<file path="config.mk">
export PLATFORM = sky130hd
export DESIGN_NAME = vga_pattern_gen
export DESIGN_NICKNAME = d
export VERILOG_FILES = /design/src/rtl/vga_pkg.sv /design/src/rtl/vga_timing.sv /design/src/rtl/vga_pattern_gen.sv
export SDC_FILE = /design/constraint.sdc
export NUM_CORES = 1
export LEC_CHECK = 0
export BUFFER_PORTS_ARGS = -buffer_cell sky130_fd_sc_hd__buf_2
export CAP_MARGIN = 20
export CORE_UTILIZATION = 43
export CTS_CLUSTER_DIAMETER = 50
export CTS_CLUSTER_SIZE = 24
export DETAILED_ROUTE_END_ITERATION = 6
export HOLD_SLACK_MARGIN = 0.03
export PLACE_DENSITY_LB_ADDON = 0.25
export SETUP_SLACK_MARGIN = 0.1
export SLEW_MARGIN = 25
export SYNTH_ARGS = -nofsm -noshare
export SYNTH_HDL_FRONTEND = slang
export SYNTH_SLANG_ARGS = --single-unit
export TNS_END_PERCENT = 20
</file>
<file path="constraint.sdc">
create_clock -name clk -period 7 [get_ports clk]
set_input_delay 1.05 -clock clk [delete_from_list [all_inputs] [get_ports clk]]
set_output_delay 1.05 -clock clk [all_outputs]
set_load 0.01 [all_outputs]
</file>
<file path="src/rtl/vga_pkg.sv">
// Shared types and constants for the VGA test-pattern generator.
package vga_pkg;

    // Width of the internal h/v counters and of the pixel coordinate outputs.
    localparam int CNT_W = 10;

    typedef logic [7:0] rgb8_t;

    typedef enum logic [1:0] {
        MODE_SOLID = 2'd0,
        MODE_BARS  = 2'd1,
        MODE_CHECK = 2'd2,
        MODE_BOX   = 2'd3
    } mode_e;

    // RRRGGGBB palette.
    localparam rgb8_t WHITE   = 8'hFF;
    localparam rgb8_t YELLOW  = 8'hFC;
    localparam rgb8_t CYAN    = 8'h1F;
    localparam rgb8_t GREEN   = 8'h1C;
    localparam rgb8_t MAGENTA = 8'hE3;
    localparam rgb8_t RED     = 8'hE0;
    localparam rgb8_t BLUE    = 8'h03;
    localparam rgb8_t BLACK   = 8'h00;

    // Colour of bar idx, left to right.
    function automatic rgb8_t bar_color(input logic [2:0] idx);
        rgb8_t c;
        case (idx)
            3'd0:    c = WHITE;
            3'd1:    c = YELLOW;
            3'd2:    c = CYAN;
            3'd3:    c = GREEN;
            3'd4:    c = MAGENTA;
            3'd5:    c = RED;
            3'd6:    c = BLUE;
            default: c = BLACK;
        endcase
        return c;
    endfunction

endpackage

</file>
<file path="src/rtl/vga_timing.sv">
// Pixel-tick divider, h/v raster counters and raw sync/active decode.
module vga_timing
    import vga_pkg::*;
#(
    parameter int PIX_DIV  = 2,
    parameter int H_ACTIVE = 640,
    parameter int H_FP     = 16,
    parameter int H_SYNC   = 96,
    parameter int H_BP     = 48,
    parameter int V_ACTIVE = 480,
    parameter int V_FP     = 10,
    parameter int V_SYNC   = 2,
    parameter int V_BP     = 33
) (
    input  logic             clk_i,
    input  logic             rst_i,
    output logic             pix_en_o,
    output logic [CNT_W-1:0] h_cnt_o,
    output logic [CNT_W-1:0] v_cnt_o,
    output logic             hsync_act_o,
    output logic             vsync_act_o,
    output logic             active_o,
    output logic             line_end_o,
    output logic             frame_end_o
);

    localparam int H_TOTAL = H_ACTIVE + H_FP + H_SYNC + H_BP;
    localparam int V_TOTAL = V_ACTIVE + V_FP + V_SYNC + V_BP;
    localparam int DIV_W   = (PIX_DIV > 1) ? $clog2(PIX_DIV) : 1;

    localparam logic [DIV_W-1:0] DIV_LAST = DIV_W'(PIX_DIV - 1);
    localparam logic [CNT_W-1:0] H_LAST   = CNT_W'(H_TOTAL - 1);
    localparam logic [CNT_W-1:0] V_LAST   = CNT_W'(V_TOTAL - 1);
    localparam logic [CNT_W-1:0] H_ACT    = CNT_W'(H_ACTIVE);
    localparam logic [CNT_W-1:0] V_ACT    = CNT_W'(V_ACTIVE);
    localparam logic [CNT_W-1:0] HS_START = CNT_W'(H_ACTIVE + H_FP);
    localparam logic [CNT_W-1:0] HS_END   = CNT_W'(H_ACTIVE + H_FP + H_SYNC);
    localparam logic [CNT_W-1:0] VS_START = CNT_W'(V_ACTIVE + V_FP);
    localparam logic [CNT_W-1:0] VS_END   = CNT_W'(V_ACTIVE + V_FP + V_SYNC);

    logic [DIV_W-1:0] div_q, div_d;
    logic [CNT_W-1:0] h_q, h_d;
    logic [CNT_W-1:0] v_q, v_d;
    logic             pix_en;

    assign pix_en = (div_q == DIV_LAST);

    // Next-state for the divider and the raster counters.
    always_comb begin
        div_d = pix_en ? '0 : div_q + 1'b1;
        h_d   = h_q;
        v_d   = v_q;
        if (pix_en) begin
            if (h_q == H_LAST) begin
                h_d = '0;
                v_d = (v_q == V_LAST) ? '0 : v_q + 1'b1;
            end else begin
                h_d = h_q + 1'b1;
            end
        end
    end

    // Counter state registers.
    always_ff @(posedge clk_i or posedge rst_i) begin
        if (rst_i) begin
            div_q <= '0;
            h_q   <= '0;
            v_q   <= '0;
        end else begin
            div_q <= div_d;
            h_q   <= h_d;
            v_q   <= v_d;
        end
    end

    assign pix_en_o    = pix_en;
    assign h_cnt_o     = h_q;
    assign v_cnt_o     = v_q;
    assign hsync_act_o = (h_q >= HS_START) && (h_q < HS_END);
    assign vsync_act_o = (v_q >= VS_START) && (v_q < VS_END);
    assign active_o    = (h_q < H_ACT) && (v_q < V_ACT);
    assign line_end_o  = pix_en && (h_q == H_LAST);
    assign frame_end_o = pix_en && (h_q == H_LAST) && (v_q == V_LAST);

endmodule

</file>
<file path="src/rtl/vga_pattern_gen.sv">
// VGA test-pattern generator: mode latch, bouncing box, pattern mux and
// registered output stage on top of vga_timing.
module vga_pattern_gen
    import vga_pkg::*;
#(
    parameter int    PIX_DIV     = 2,
    parameter int    H_ACTIVE    = 640,
    parameter int    H_FP        = 16,
    parameter int    H_SYNC      = 96,
    parameter int    H_BP        = 48,
    parameter int    V_ACTIVE    = 480,
    parameter int    V_FP        = 10,
    parameter int    V_SYNC      = 2,
    parameter int    V_BP        = 33,
    parameter logic  SYNC_POL    = 1'b0,
    parameter rgb8_t SOLID_COLOR = 8'hFF,
    parameter int    CHECK_LOG2  = 5,
    parameter int    BOX_SIZE    = 32
) (
    input  logic       clk,
    input  logic       reset,
    input  logic [1:0] mode,
    output logic       hsync,
    output logic       vsync,
    output logic [7:0] rgbcolor,
    output logic       video_on,
    output logic [9:0] pixel_x,
    output logic [9:0] pixel_y,
    output logic       frame_start
);

    localparam int SEG_LEN = H_ACTIVE / 8;
    localparam int SEG_W   = (SEG_LEN > 1) ? $clog2(SEG_LEN) : 1;

    localparam logic [SEG_W-1:0] SEG_LAST = SEG_W'(SEG_LEN - 1);
    localparam logic [CNT_W-1:0] BX_MAX   = CNT_W'(H_ACTIVE - BOX_SIZE);
    localparam logic [CNT_W-1:0] BY_MAX   = CNT_W'(V_ACTIVE - BOX_SIZE);
    localparam logic [CNT_W-1:0] BOX_W    = CNT_W'(BOX_SIZE);

    logic             pix_en;
    logic [CNT_W-1:0] h_cnt;
    logic [CNT_W-1:0] v_cnt;
    logic             hs_act;
    logic             vs_act;
    logic             active;
    logic             line_end;
    logic             frame_end;

    vga_timing #(
        .PIX_DIV  (PIX_DIV),
        .H_ACTIVE (H_ACTIVE),
        .H_FP     (H_FP),
        .H_SYNC   (H_SYNC),
        .H_BP     (H_BP),
        .V_ACTIVE (V_ACTIVE),
        .V_FP     (V_FP),
        .V_SYNC   (V_SYNC),
        .V_BP     (V_BP)
    ) u_timing (
        .clk_i       (clk),
        .rst_i       (reset),
        .pix_en_o    (pix_en),
        .h_cnt_o     (h_cnt),
        .v_cnt_o     (v_cnt),
        .hsync_act_o (hs_act),
        .vsync_act_o (vs_act),
        .active_o    (active),
        .line_end_o  (line_end),
        .frame_end_o (frame_end)
    );

    mode_e            mode_q, mode_d;
    logic [CNT_W-1:0] bx_q, bx_d, by_q, by_d;
    logic             dx_q, dx_d, dy_q, dy_d;   // 1 = moving towards larger coordinate
    logic [SEG_W-1:0] seg_q, seg_d;
    logic [2:0]       bar_q, bar_d;

    logic             hsync_q, hsync_d;
    logic             vsync_q, vsync_d;
    logic             video_on_q, video_on_d;
    rgb8_t            rgb_q, rgb_d;
    logic [CNT_W-1:0] px_q, px_d;
    logic [CNT_W-1:0] py_q, py_d;
    logic             fs_q, fs_d;

    logic             in_box;
    rgb8_t            pattern;

    // Mode latch and bar segment tracking; both follow the raster counters.
    always_comb begin
        mode_d = frame_end ? mode_e'(mode) : mode_q;
        seg_d  = seg_q;
        bar_d  = bar_q;
        if (line_end) begin
            seg_d = '0;
            bar_d = '0;
        end else if (pix_en) begin
            if (seg_q == SEG_LAST) begin
                seg_d = '0;
                bar_d = bar_q + 1'b1;
            end else begin
                seg_d = seg_q + 1'b1;
            end
        end
    end

    // Box motion: one step per axis at end of frame. The box only advances
    // after a frame that actually displayed it, so the first box frame
    // following a mode switch starts from the stored position.
    always_comb begin
        bx_d = bx_q;
        by_d = by_q;
        dx_d = dx_q;
        dy_d = dy_q;
        if (frame_end && (mode_q == MODE_BOX)) begin
            if (dx_q) begin
                if (bx_q == BX_MAX) begin
                    bx_d = bx_q - 1'b1;
                    dx_d = 1'b0;
                end else begin
                    bx_d = bx_q + 1'b1;
                end
            end else begin
                if (bx_q == '0) begin
                    bx_d = bx_q + 1'b1;
                    dx_d = 1'b1;
                end else begin
                    bx_d = bx_q - 1'b1;
                end
            end
            if (dy_q) begin
                if (by_q == BY_MAX) begin
                    by_d = by_q - 1'b1;
                    dy_d = 1'b0;
                end else begin
                    by_d = by_q + 1'b1;
                end
            end else begin
                if (by_q == '0) begin
                    by_d = by_q + 1'b1;
                    dy_d = 1'b1;
                end else begin
                    by_d = by_q - 1'b1;
                end
            end
        end
    end

    // Pattern colour for the current counter position.
    always_comb begin
        in_box  = (h_cnt >= bx_q) && (h_cnt < bx_q + BOX_W) &&
                  (v_cnt >= by_q) && (v_cnt < by_q + BOX_W);
        pattern = BLACK;
        if (active) begin
            case (mode_q)
                MODE_SOLID: pattern = SOLID_COLOR;
                MODE_BARS:  pattern = bar_color(bar_q);
                MODE_CHECK: pattern = (h_cnt[CHECK_LOG2] ^ v_cnt[CHECK_LOG2]) ? WHITE : BLACK;
                default:    pattern = in_box ? RED : BLUE;
            endcase
        end
    end

    // Output stage: captures the current counter state on each pixel tick.
    always_comb begin
        hsync_d    = hsync_q;
        vsync_d    = vsync_q;
        video_on_d = video_on_q;
        rgb_d      = rgb_q;
        px_d       = px_q;
        py_d       = py_q;
        fs_d       = pix_en && (h_cnt == '0) && (v_cnt == '0);
        if (pix_en) begin
            hsync_d    = hs_act ? SYNC_POL : ~SYNC_POL;
            vsync_d    = vs_act ? SYNC_POL : ~SYNC_POL;
            video_on_d = active;
            rgb_d      = pattern;
            px_d       = h_cnt;
            py_d       = v_cnt;
        end
    end

    // State and output registers.
    always_ff @(posedge clk or posedge reset) begin
        if (reset) begin
            mode_q     <= MODE_SOLID;
            bx_q       <= '0;
            by_q       <= '0;
            dx_q       <= 1'b1;
            dy_q       <= 1'b1;
            seg_q      <= '0;
            bar_q      <= '0;
            hsync_q    <= ~SYNC_POL;
            vsync_q    <= ~SYNC_POL;
            video_on_q <= 1'b0;
            rgb_q      <= BLACK;
            px_q       <= '0;
            py_q       <= '0;
            fs_q       <= 1'b0;
        end else begin
            mode_q     <= mode_d;
            bx_q       <= bx_d;
            by_q       <= by_d;
            dx_q       <= dx_d;
            dy_q       <= dy_d;
            seg_q      <= seg_d;
            bar_q      <= bar_d;
            hsync_q    <= hsync_d;
            vsync_q    <= vsync_d;
            video_on_q <= video_on_d;
            rgb_q      <= rgb_d;
            px_q       <= px_d;
            py_q       <= py_d;
            fs_q       <= fs_d;
        end
    end

    assign hsync       = hsync_q;
    assign vsync       = vsync_q;
    assign rgbcolor    = rgb_q;
    assign video_on    = video_on_q;
    assign pixel_x     = px_q;
    assign pixel_y     = py_q;
    assign frame_start = fs_q;

endmodule
</file>
==> results.py <==
metrics = {
    "clock_network": {
        "clkSlewWorstSetupHoldPaths_ns": 0.06,
        "numCtsBuffers": 9,
        "clk_root_buffer_cell": "clkbuf_16",
        "cts_htree_levels": 3,
        "post_cts.repair.setup_buffers": 0,
        "tritoncts": "yes",
        "number_of_hold_buffers_added_after_cts": 0,
        "ctsResizeCount": 0,
        "max-clock-path-buffers": 2,
        "clock-sinks": 82,
        "clock_latency_ns": 0.33,
    },
    "logic_synthesis": {
        "synth_area_leader_cell": "dfrtp_1",
        "synth_enable_flop_cells": 0,
        "synth-xor-area-share_pct": 6.668,
        "yosys_cell_types": 59,
        "main_combinational_cell_family_by_area_after_synthesis": "simple AND/OR/NAND/NOR gates",
        "synth.ff_latch_count": 82,
        "syn-mean-instance-area_um2": 9.683,
        "synth_compound_gate_area_share_pct": 12.31,
        "ys_async_sr_fraction_pct": 100.0,
        "yosys-top-cells-area": "dfrtp_1, ha_1, xnor2_1",
        "ys_dominant_reg_cell": "dfrtp_1",
        "synth_warnings": 0,
        "synth.area.mux_share_pct": 6.204,
        "yosys.area_share.adder_pct": 11.72,
        "synth-seq-area-share_pct": 40.16,
        "net_count_after_synthesis": 581,
        "simple_gate_share_of_the_synthesized_area_pct": 17.95,
        "synth_area_um2": 5122,
        "post_synth_inst_count": 529,
        "yosys_top_cell_area_share_pct": 38.10,
    },
    "setup_path": {
        "timing.critical_path.cells": "inv_1 > ha_1 > or4b_4 > nor4_4 > nand3_1 > nor4_1 > nand4_1 > o211ai_1",
        "cpLargestDelayFamily": "simple AND/OR/NAND/NOR gates",
        "critical-path-max-stage-delay_ns": 0.55,
        "timing.critical_path.required_ns": 7.24,
        "critical_path.endpoint": "bx_q[9]",
        "r2r_slack_ns": 3.99,
        "worst-r2r-cell-count": 8,
        "critical_path.startpoint": "u_timing.v_cnt_o[0]",
        "crit_fanout": 13,
        "cp.depth": 8,
        "critical_path_arrival_ns": 3.25,
        "endpoint_kind": "flop",
        "critical_path_class": "flop to flop",
        "cpMaxStageDelayCell": "nand3_1",
        "worst_setup_path_start_kind": "flop",
        "crit_buf_inv": 1,
        "worstReg2RegStart": "u_timing.v_cnt_o[0]",
        "reg2reg_to": "bx_q[9]",
    },
    "timing": {
        "min_period_over_period_pct": 42.96,
        "finalHoldViolCount": 0,
        "totalNegativeSetupSlack_ns": 0,
        "rsz0062_at_grt": "false",
        "slew_hr_pct": 33.90,
        "report.final.slew_viol_count": 0,
        "max_freq_mhz": 332.5,
        "worst_clock_skew_ns": 0.008399,
        "max_slew.worst_pin.slew_ns": 0.9871,
        "setup_violations": 0,
        "timing.final.crit_period_ns": 3.007,
    },
    "routing": {
        "postRouteAntennaNets": 0,
        "drt_drc_violations_left": 0,
        "drt-wirelength-per-cell_um": 16.25,
        "routed_via_density": 5.722,
        "detail_route.iter0.violations": 198,
        "detailroute.via_count": 4034,
        "number_of_detailed_route_iterations_in_the_first_pass": 4,
        "postRouteWirelength_mm": 11.46,
    },
    "floorplanning": {
        "initial_utilization_pct": 44.48,
        "rows": 39,
        "die_area_um2": 12350,
        "core_box_area_um2": 11520,
        "dieWidth_um": 111.1,
        "fp.dieH_um": 111.1,
        "total_i_o_pin_count": 36,
    },
    "cells_and_area": {
        "post_route_cells_drive_above_1_share_pct": 15.48,
        "mostFrequentLayoutCells": "dfrtp_1, ha_1, nand2_1",
        "final_cells": 705,
        "syn_to_final_growth_pct": 11.87,
        "nets": 609,
        "layout_commonest_cell": "dfrtp_1",
        "antenna-diode-count": 0,
    },
    "place": {
        "place.gp.congestion": 0.8675,
        "port_buffer_cells": 35,
        "place.detailed.hpwl_mm": 8.264,
        "place.detailed.instances": 689,
    },
    "flow_run": {
        "max_cap_viol_count": 0,
    },
    "global_route": {
        "grt_util_all_layers_pct": 19.91,
        "gr-total-overflow": 0,
        "antenna_found_initial": 0,
        "grt_first_pass_wirelength_mm": 19.82,
        "first_global_vias": 4008,
        "grt_start_max_net_pins": 55,
    },
    "power": {
        "peakVddDrop_uv": 101.1,
        "pwr_density_cell_nw_per_um2": 167.7,
        "p_leak_uw": 0.002583,
    },
    "run_status": {
        "result_of_the_run": "completed",
    },
    "min_path": {
        "min-delay-path-class": "flop to flop",
    },
}
-- cells by family after synthesis --
group | Yosys count
AO/OA/AOI/OAI | 99
XOR/XNOR | 39
adder cells (fa/ha/maj) | 48
buffers and inverters | 61
flip-flops | 82
multiplexers | 29
AND/OR/NAND/NOR | 171
-- flip-flops by register name, indices dropped and copies added, names as in the netlist, 2 cells and up --
| name | count |
|---|---|
| bx_q | 10 |
| seg_q | 7 |
| pixel_y | 10 |
| u_timing.h_cnt_o | 10 |
| by_q | 10 |
| u_timing.v_cnt_o | 10 |
| pixel_x | 10 |
| bar_q | 3 |
| mode_q | 2 |
| rgbcolor | 3 |
-- synth_stat cells (all sizes together) (3+ instances only) --
master	instances
a211oi	3
a21o	3
a21oi	23
a31oi	8
a41oi	3
and3	11
and4	4
buf	8
clkbuf	14
dfrtp	78
dfstp	4
ha	48
inv	39
mux2	22
mux2i	7
nand2	45
nand2b	4
nand3	18
nand4	17
nor2	30
nor2b	5
nor3	9
nor4	10
nor4b	3
o211ai	4
o21ai	28
o22ai	3
o31ai	6
or4	3
xnor2	32
xor2	7
-- power breakdown --
part	internal, uW	switching, uW
Sequential	474	0
Combinational	2.63	9.57
Clock	286	188
Total	763	198
-- how the worst min path moves through the flow --
stage                     from    endpoint  depth (start not counted)
global placement    pixel_x[4]  pixel_x[4]                          1
finish              pixel_x[1]  pixel_x[1]                          1
floorplan             seg_q[1]    seg_q[1]                          1
CTS                 pixel_x[0]  pixel_x[0]                          1
detailed placement  pixel_x[0]  pixel_x[0]                          1
global route        pixel_y[7]  pixel_y[7]                          1
-- per-layer routing --
metal / vias to the layer above / part of all wire, % / track usage [%]
li1: 1959 / - / -
met5: - / 0 / 0
met2: 113 / 46 / 31.07
met1: 1943 / 48 / 27.87
met3: 19 / 4.4 / 3.445
met4: 0 / 1.7 / 6.937
-- worst register-to-register path, delay by kind of cell (launching register included) --
kind            cells  cell delay [ns]
simple gates        5             2.05
compound gates      1             0.15
flops               1             0.42
buf+inv             1             0.15
fa+ha+maj           1             0.16
-- layout make-up --
type,count,area [um^2]
fill,1072,5786
multi-input combinational,386,2823
sequential,82,2057
clock buffer,12,246.5
timing repair buffer,39,225.2
tap,143,178.9
inverter,39,147.6
clock inverter,4,52.55
-- per-stage QoR --
stage / hold slack (ns) / power [uW] / utilization, % / cell area [um^2] / setup slack (ns)
after floorplan: 0.4808 / 489.6 / - / 5122 / 3.848
after global routing: 0.5226 / 994.3 / 49.76 / 5731 / 3.750
after CTS: 0.5039 / 970.9 / 49.71 / 5724 / 4.002
final: 0.4987 / 960.8 / 49.76 / 5731 / 3.993
after detailed placement: 0.4903 / 495.9 / 47.11 / 5425 / 4.021
after global placement: 0.4863 / 493.8 / 46.87 / 5398 / 4.109
Note: power is estimated with default switching activity, not from simulation.
